--- src/rtl/prog_loader_pkg.sv ---
// Shared definitions for the serial boot loader and the instruction memory it feeds.
package prog_loader_pkg;

  localparam int unsigned IMEM_AW = 8;
  localparam int unsigned IMEM_DW = 16;
  localparam int unsigned BYTE_W  = 8;

  localparam logic [BYTE_W-1:0] SYNC_BYTE_DEFAULT = 8'hA5;

  // Loader states; WRITE is the only state that refuses a byte.
  typedef enum logic [2:0] {
    ST_IDLE,
    ST_COUNT,
    ST_HI,
    ST_LO,
    ST_WRITE,
    ST_CSUM,
    ST_DONE
  } state_e;

  // One imem write-port transaction.
  typedef struct packed {
    logic               wen;
    logic [IMEM_AW-1:0] addr;
    logic [IMEM_DW-1:0] data;
  } imem_wr_t;

endpackage

--- src/rtl/prog_loader.sv ---
// Boot loader: unpacks a framed byte stream into 16-bit imem words and
// releases the cpu from reset only after a frame with a good checksum.
module prog_loader
  import prog_loader_pkg::*;
#(
  parameter logic [BYTE_W-1:0]  SYNC_BYTE = SYNC_BYTE_DEFAULT,
  parameter logic [IMEM_AW-1:0] BASE_ADDR = 8'h00,
  parameter int unsigned        TIMEOUT   = 65535
) (
  input  logic               clk,
  input  logic               rst,
  input  logic               rx_valid,
  input  logic [BYTE_W-1:0]  rx_data,
  output logic               rx_ready,
  output logic               im_wen,
  output logic [IMEM_AW-1:0] im_waddr,
  output logic [IMEM_DW-1:0] im_wdata,
  output logic               cpu_rst,
  output logic               done,
  output logic               err
);

  localparam int unsigned       TIMER_W      = $clog2(TIMEOUT + 1);
  localparam logic [TIMER_W-1:0] TIMEOUT_LAST = TIMER_W'(TIMEOUT - 1);

  state_e              state_q, state_d;
  logic [BYTE_W-1:0]   n_q, n_d;
  logic [IMEM_AW-1:0]  idx_q, idx_d;
  logic [BYTE_W-1:0]   sum_q, sum_d;
  logic [BYTE_W-1:0]   hi_q, hi_d;
  logic [TIMER_W-1:0]  timer_q, timer_d;
  imem_wr_t            wr_q, wr_d;
  logic                rx_ready_q, rx_ready_d;
  logic                cpu_rst_q, cpu_rst_d;
  logic                done_q, done_d;
  logic                err_q, err_d;

  logic accept;
  logic timed;
  logic timeout;

  // State and output registers; rst returns everything to the idle/held state.
  always_ff @(posedge clk) begin
    if (rst) begin
      state_q    <= ST_IDLE;
      n_q        <= '0;
      idx_q      <= '0;
      sum_q      <= '0;
      hi_q       <= '0;
      timer_q    <= '0;
      wr_q       <= '0;
      rx_ready_q <= 1'b1;
      cpu_rst_q  <= 1'b1;
      done_q     <= 1'b0;
      err_q      <= 1'b0;
    end else begin
      state_q    <= state_d;
      n_q        <= n_d;
      idx_q      <= idx_d;
      sum_q      <= sum_d;
      hi_q       <= hi_d;
      timer_q    <= timer_d;
      wr_q       <= wr_d;
      rx_ready_q <= rx_ready_d;
      cpu_rst_q  <= cpu_rst_d;
      done_q     <= done_d;
      err_q      <= err_d;
    end
  end

  // Frame parser: next state, datapath updates and next registered outputs.
  always_comb begin
    state_d   = state_q;
    n_d       = n_q;
    idx_d     = idx_q;
    sum_d     = sum_q;
    hi_d      = hi_q;
    timer_d   = timer_q;
    wr_d      = wr_q;
    wr_d.wen  = 1'b0;
    cpu_rst_d = cpu_rst_q;
    done_d    = done_q;
    err_d     = err_q;

    accept  = rx_valid && rx_ready_q;
    timed   = (state_q == ST_COUNT) || (state_q == ST_HI) ||
              (state_q == ST_LO)    || (state_q == ST_CSUM);
    timeout = timed && (timer_q == TIMEOUT_LAST);

    // Idle timer only runs while a frame is waiting for its next byte.
    if (!timed || accept) begin
      timer_d = '0;
    end else begin
      timer_d = timer_q + TIMER_W'(1);
    end

    if (timeout) begin
      // Abort wins over a byte arriving in the same cycle.
      state_d   = ST_IDLE;
      err_d     = 1'b1;
      cpu_rst_d = 1'b1;
      done_d    = 1'b0;
    end else begin
      case (state_q)
        ST_IDLE: begin
          if (accept && (rx_data == SYNC_BYTE)) begin
            state_d = ST_COUNT;
            err_d   = 1'b0;
          end
        end
        ST_COUNT: begin
          if (accept) begin
            n_d     = rx_data;
            sum_d   = rx_data;
            idx_d   = '0;
            state_d = ST_HI;
          end
        end
        ST_HI: begin
          if (accept) begin
            hi_d    = rx_data;
            sum_d   = sum_q + rx_data;
            state_d = ST_LO;
          end
        end
        ST_LO: begin
          if (accept) begin
            sum_d     = sum_q + rx_data;
            wr_d.wen  = 1'b1;
            wr_d.addr = BASE_ADDR + idx_q;
            wr_d.data = {hi_q, rx_data};
            state_d   = ST_WRITE;
          end
        end
        ST_WRITE: begin
          // N of zero wraps to 8'hFF here, giving the 256-word frame.
          if (idx_q == IMEM_AW'(n_q - 8'd1)) begin
            state_d = ST_CSUM;
          end else begin
            idx_d   = idx_q + 8'd1;
            state_d = ST_HI;
          end
        end
        ST_CSUM: begin
          if (accept) begin
            if (rx_data == sum_q) begin
              state_d   = ST_DONE;
              done_d    = 1'b1;
              cpu_rst_d = 1'b0;
            end else begin
              state_d   = ST_IDLE;
              err_d     = 1'b1;
              cpu_rst_d = 1'b1;
            end
          end
        end
        ST_DONE: begin
          if (accept && (rx_data == SYNC_BYTE)) begin
            state_d   = ST_COUNT;
            cpu_rst_d = 1'b1;
            done_d    = 1'b0;
          end
        end
        default: begin
          state_d = ST_IDLE;
        end
      endcase
    end

    rx_ready_d = (state_d != ST_WRITE);
  end

  assign rx_ready = rx_ready_q;
  assign im_wen   = wr_q.wen;
  assign im_waddr = wr_q.addr;
  assign im_wdata = wr_q.data;
  assign cpu_rst  = cpu_rst_q;
  assign done     = done_q;
  assign err      = err_q;

endmodule

--- config.mk ---
export PLATFORM = sky130hd
export DESIGN_NAME = prog_loader
export DESIGN_NICKNAME = d
export VERILOG_FILES = /design/src/rtl/prog_loader_pkg.sv /design/src/rtl/prog_loader.sv
export SDC_FILE = /design/constraint.sdc
export NUM_CORES = 1
export LEC_CHECK = 0
export CAP_MARGIN = 0
export CELL_PAD_IN_SITES_DETAIL_PLACEMENT = 1
export CELL_PAD_IN_SITES_GLOBAL_PLACEMENT = 1
export CORE_MARGIN = 2
export CORE_UTILIZATION = 39
export CTS_CLUSTER_DIAMETER = 60
export DETAILED_ROUTE_END_ITERATION = 8
export PLACE_DENSITY_LB_ADDON = 0.1
export SLEW_MARGIN = 0
export SYNTH_ARGS = -nofsm -noshare
export SYNTH_HDL_FRONTEND = slang
export SYNTH_SLANG_ARGS = --single-unit
--- constraint.sdc ---
create_clock -name clk -period 2.2 [get_ports clk]
set_input_delay 0.44 -clock clk [delete_from_list [all_inputs] [get_ports clk]]
set_output_delay 0.44 -clock clk [all_outputs]
set_load 0.02 [all_outputs]
==> flow_metrics.tcl, run 1 <==
set metrics [dict create \
    fin_tns_setup_ns -0.04488 \
    routed_wirelength_um 12360 \
    clock_insertion_delay_worst_skew_ns 0.37 \
    muxShareOfSynthArea 0.1008 \
    ff_to_ff_path_depth 10 \
    violations "setup timing" \
    holdWs_ns 0.4864 \
    cts_root_buf "sky130_fd_sc_hd__clkbuf_8" \
    initial_core_utilization 0.4037 \
    grt_overflow_total 0 \
    timing.slew.headroom 0.7347 \
    core_region_area_sq_um 9864 \
    worst-slew-pin-transition_ns 0.3979 \
    ios 40 \
    nets_final 595 \
    gp_congestion 0.8553 \
    worst_setup_path_start_kind "flip-flop" \
    simple_gate_area_share_of_the_yosys_netlist 0.2183 \
    synthDominantCellAreaShare 0.4021 \
    ff_latch_area_sq_um 1623 \
    clk_path_buf_depth 2 \
    achievable-frequency_ghz 0.4467 \
    cts.htree.levels 3 \
    crit_buf_inv 2 \
    hold_violations 0 \
    vias_per_cell 5.263 \
    syn_avg_cell_area_sq_um 8.753 \
    dieHeight_um 105.1 \
    yosysWarningCount 0 \
    postSynth.asyncResetShare 0 \
    grt_usage 0.2221 \
    p_comb_frac 0.055 \
    max_fanout_on_critical_path 5 \
    floorplan.die_area_sq_um 11040 \
    antenna_violating_nets_post_route 0 \
    irDropWorstVdd_mv 0.3624 \
    regToRegEndpoint "idx_q[1]$_SDFFE_PP0P_" \
    clock_power_share 0.429 \
    timing.critical_path.slowest_stage_cell "sky130_fd_sc_hd__a2111oi_4" \
    startpoint "n_q[0]$_SDFFE_PP0P_" \
    first_pass_iters 4 \
    grt_antenna_before_repair 0 \
    final.fill_count 1119 \
    chipWidth_um 105.1 \
    ys_top_cells_by_area "sky130_fd_sc_hd__dfxtp_1 40%, sky130_fd_sc_hd__mux2i_1 9.8%, sky130_fd_sc_hd__nor2_1 7.4%, sky130_fd_sc_hd__ha_1 3.5%, sky130_fd_sc_hd__xor2_1 3.1%" \
    cts_tree "done" \
    syn2layout_area_growth_pct 43.26 \
    power.density_nw_per_um2 491.0 \
    cts_sinks 80 \
    cp_cell_sequence "inv_4 -> ha_4 -> o21bai_4 -> a2111oi_4 -> a311oi_4 -> a41o_1 -> a31oi_4 -> buf_6 -> mux2i_1 -> nor2_1" \
    r2r-start "n_q[0]$_SDFFE_PP0P_" \
    clock_pin_slew_on_the_worst_setup_and_hold_paths_ns 0.09 \
    number_of_register_bits_inferred_by_synthesis 80 \
    internal_power_mw 2.117 \
    grt_pass1_vias 4046 \
    finish.cell_count_without_fillers 710 \
    power.sequential.fraction 0.517 \
    power_switching_share 0.2442 \
    p_leak_nw 2.123 \
    share_of_layout_cells_above_drive_strength_1 0.3102 \
    synth_top_family_by_area "simple AND/OR/NAND/NOR gates" \
    most_area_hungry_cell_type_in_the_yosys_netlist "sky130_fd_sc_hd__dfxtp_1" \
    routedWlPerCell_um 17.41 \
    critPathMaxStageDelay_ns 0.39 \
    unrepaired_setup_endpoints_after_global_routing "true" \
    fin_skew_ns 0.01007 \
    critical_path_class "reg -> reg" \
    maxCapViolCount 0 \
    dr_total_vias 3737 \
    synth-adder-area-share 0.03959 \
    cp-end-kind "flip-flop" \
    synth_cells 455 \
    numPortBuffers 39 \
    synth.yosys.seq_area_share 0.4021 \
    critPathCapture "idx_q[1]$_SDFFE_PP0P_" \
    row_count 36 \
    syn_nets 478 \
    status "complete, but fails checks" \
    yosysUniqueCellTypes 60 \
    detailed_route_iter0_violations 121 \
    placed_cells_incl_taps 682 \
    mostFrequentLayoutCell "sky130_fd_sc_hd__buf_4" \
    path_delay_family "compound AO/OA/AOI/OAI gates" \
    top_library_cells_by_usage_in_the_layout_fill_and_taps_aside "86 x sky130_fd_sc_hd__buf_4, 76 x sky130_fd_sc_hd__nor2_1, 67 x sky130_fd_sc_hd__dfxtp_1, 39 x sky130_fd_sc_hd__mux2i_1, 34 x sky130_fd_sc_hd__clkdlybuf4s50_1" \
    drv_slew 0 \
    post-route-min-period_ns 2.238 \
    grt_pass1_wl_um 19760 \
    cp.arrival_ns 2.49 \
    cts_buffers 9 \
    n_diodes 0 \
    setup_violations 3 \
    number_of_enable_flip_flop_cells_after_synthesis 0 \
    post_cts_hold_buffer_count 0 \
    drc 0 \
    place.detailed.hpwl_um 8411 \
    share_of_the_synthesized_area_in_compound_gates_ao_oa_aoi_oai 0.1376 \
    synth_ff_type "sky130_fd_sc_hd__dfxtp_1" \
    timing.hold.worst.class "reg -> reg" \
    r2r_setup_slack_ns -0.04 \
    synth_xor_xnor_area_share 0.05718 \
    finalWorstSetupSlack_ns -0.03845 \
    critical_path_required_ns 2.46 \
    final.period_utilization 1.017 \
    power.switching_uw 684.3 \
    footprint_of_the_multi_input_gates_sq_um 2527 \
    synthesis.area_sq_um 3983 \
    cp_num_cells 10 \
    grt_start_max_net_pins 33 \
]
[cells in the mapped netlist, drive strengths merged (4+ instances only)]
| cell | number |
|---|---|
| nand4 | 6 |
| xor2 | 14 |
| nor2 | 80 |
| o211ai | 6 |
| nand3 | 21 |
| nor4 | 5 |
| xnor2 | 12 |
| nand2b | 4 |
| mux2i | 39 |
| and2 | 4 |
| a21oi | 22 |
| nor3 | 6 |
| dfxtp | 80 |
| or4 | 6 |
| a311oi | 4 |
| clkbuf | 14 |
| o21ai | 22 |
| ha | 11 |
| or3 | 4 |
| nand2 | 25 |
| buf | 9 |
| inv | 19 |
[tightest hold or removal path, cell delays in order (launching register included)]
cell and delay, ns:
sky130_fd_sc_hd__dfxtp_1 0.33, sky130_fd_sc_hd__nand2_1 0.06, sky130_fd_sc_hd__a21oi_1 0.05
[worst min path at each step]
stage / start / endpoint / cells past startpoint
after global routing: sum_q[4]$_SDFFE_PP0P_ / sum_q[4]$_SDFFE_PP0P_ / 2
after detailed placement: sum_q[5]$_SDFFE_PP0P_ / sum_q[5]$_SDFFE_PP0P_ / 2
after global placement: sum_q[5]$_SDFFE_PP0P_ / sum_q[5]$_SDFFE_PP0P_ / 2
final: done$_SDFFE_PP0P_ / done$_SDFFE_PP0P_ / 2
after CTS: sum_q[5]$_SDFFE_PP0P_ / sum_q[5]$_SDFFE_PP0P_ / 2
after floorplan: sum_q[5]$_SDFFE_PP0P_ / sum_q[5]$_SDFFE_PP0P_ / 2
[registers in the layout, summed over array words and instances, names as in the netlist]
| name | flops |
|---|---|
| timer_q | 16 |
| sum_q | 8 |
| im_waddr | 8 |
| im_wen | 1 |
| hi_q | 8 |
| cpu_rst | 1 |
| n_q | 8 |
| state_q | 3 |
| done | 1 |
| im_wdata | 16 |
| idx_q | 8 |
| rx_ready | 1 |
| err | 1 |
[power groups by stage]
stage / Sequential, mW / Combinational [mW] / Clock (mW)
6_report: 1.45 / 0.154 / 1.20
5_1_grt: 1.45 / 0.165 / 1.29
4_1_cts: 1.45 / 0.139 / 1.24
3_5_place_dp: 1.48 / 0.137 / 0
3_3_place_gp: 1.48 / 0.133 / 0
2_1_floorplan: 1.48 / 0.0578 / 0
[routing by layer]
metal | GRT usage | part of all wire | up-vias
met5 | 0 | 0 | -
met3 | 0.03681 | 0.024 | 19
met2 | 0.3896 | 0.51 | 46
met4 | 0.07048 | 0.018 | 0
li1 | - | - | 1823
met1 | 0.2766 | 0.45 | 1849
[per-stage QoR]
step	setup slack, ns	instance area, sq um	utilization	power, mW
global route	-0.1374	5705	0.5784	2.905
floorplan	-0.02947	4009	-	1.540
CTS	-0.005050	5409	0.5483	2.825
global placement	-0.4959	5050	0.5119	1.615
detailed placement	-0.5582	5050	0.5119	1.619
finish	-0.03845	5705	0.5784	2.802
[layout make-up]
cell class,instances,area share
Tap cell,133,0.02917
Timing Repair Buffer,129,0.1919
Inverter,19,0.01294
Clock buffer,10,0.02610
Sequential cell,80,0.2844
Clock inverter,6,0.01250
Multi-Input combinational cell,333,0.4430
[cells by family (layout without fill, tap and decap cells)]
| kind of cell | Yosys count | after routing |
|---|---|---|
| flops | 80 | 80 |
| buf+inv | 42 | 164 |
| fa+ha+maj | 12 | 12 |
| mux | 40 | 40 |
| simple gates | 175 | 175 |
| compound gates | 80 | 80 |
| xor+xnor | 26 | 26 |
[what timing repair did]
item                                    in CTS  in global routing
resized for setup                           21                 57
endpoints found under the setup margin      10                 49
buffers inserted                             9                  3
pin swaps                                   14                 24
(Power assumes the default switching activity.)
==> run 2, diff against run 1 <==
--- a/config.mk
+++ b/config.mk
@@ -10,7 +10,7 @@
 export CELL_PAD_IN_SITES_GLOBAL_PLACEMENT = 1
 export CORE_MARGIN = 2
 export CORE_UTILIZATION = 39
-export CTS_CLUSTER_DIAMETER = 60
+export CTS_CLUSTER_DIAMETER = 150
 export DETAILED_ROUTE_END_ITERATION = 8
 export PLACE_DENSITY_LB_ADDON = 0.1
 export SLEW_MARGIN = 0
==> results of run 2 <==
The final DEF is identical to that of run 1; final timing and power are the same.
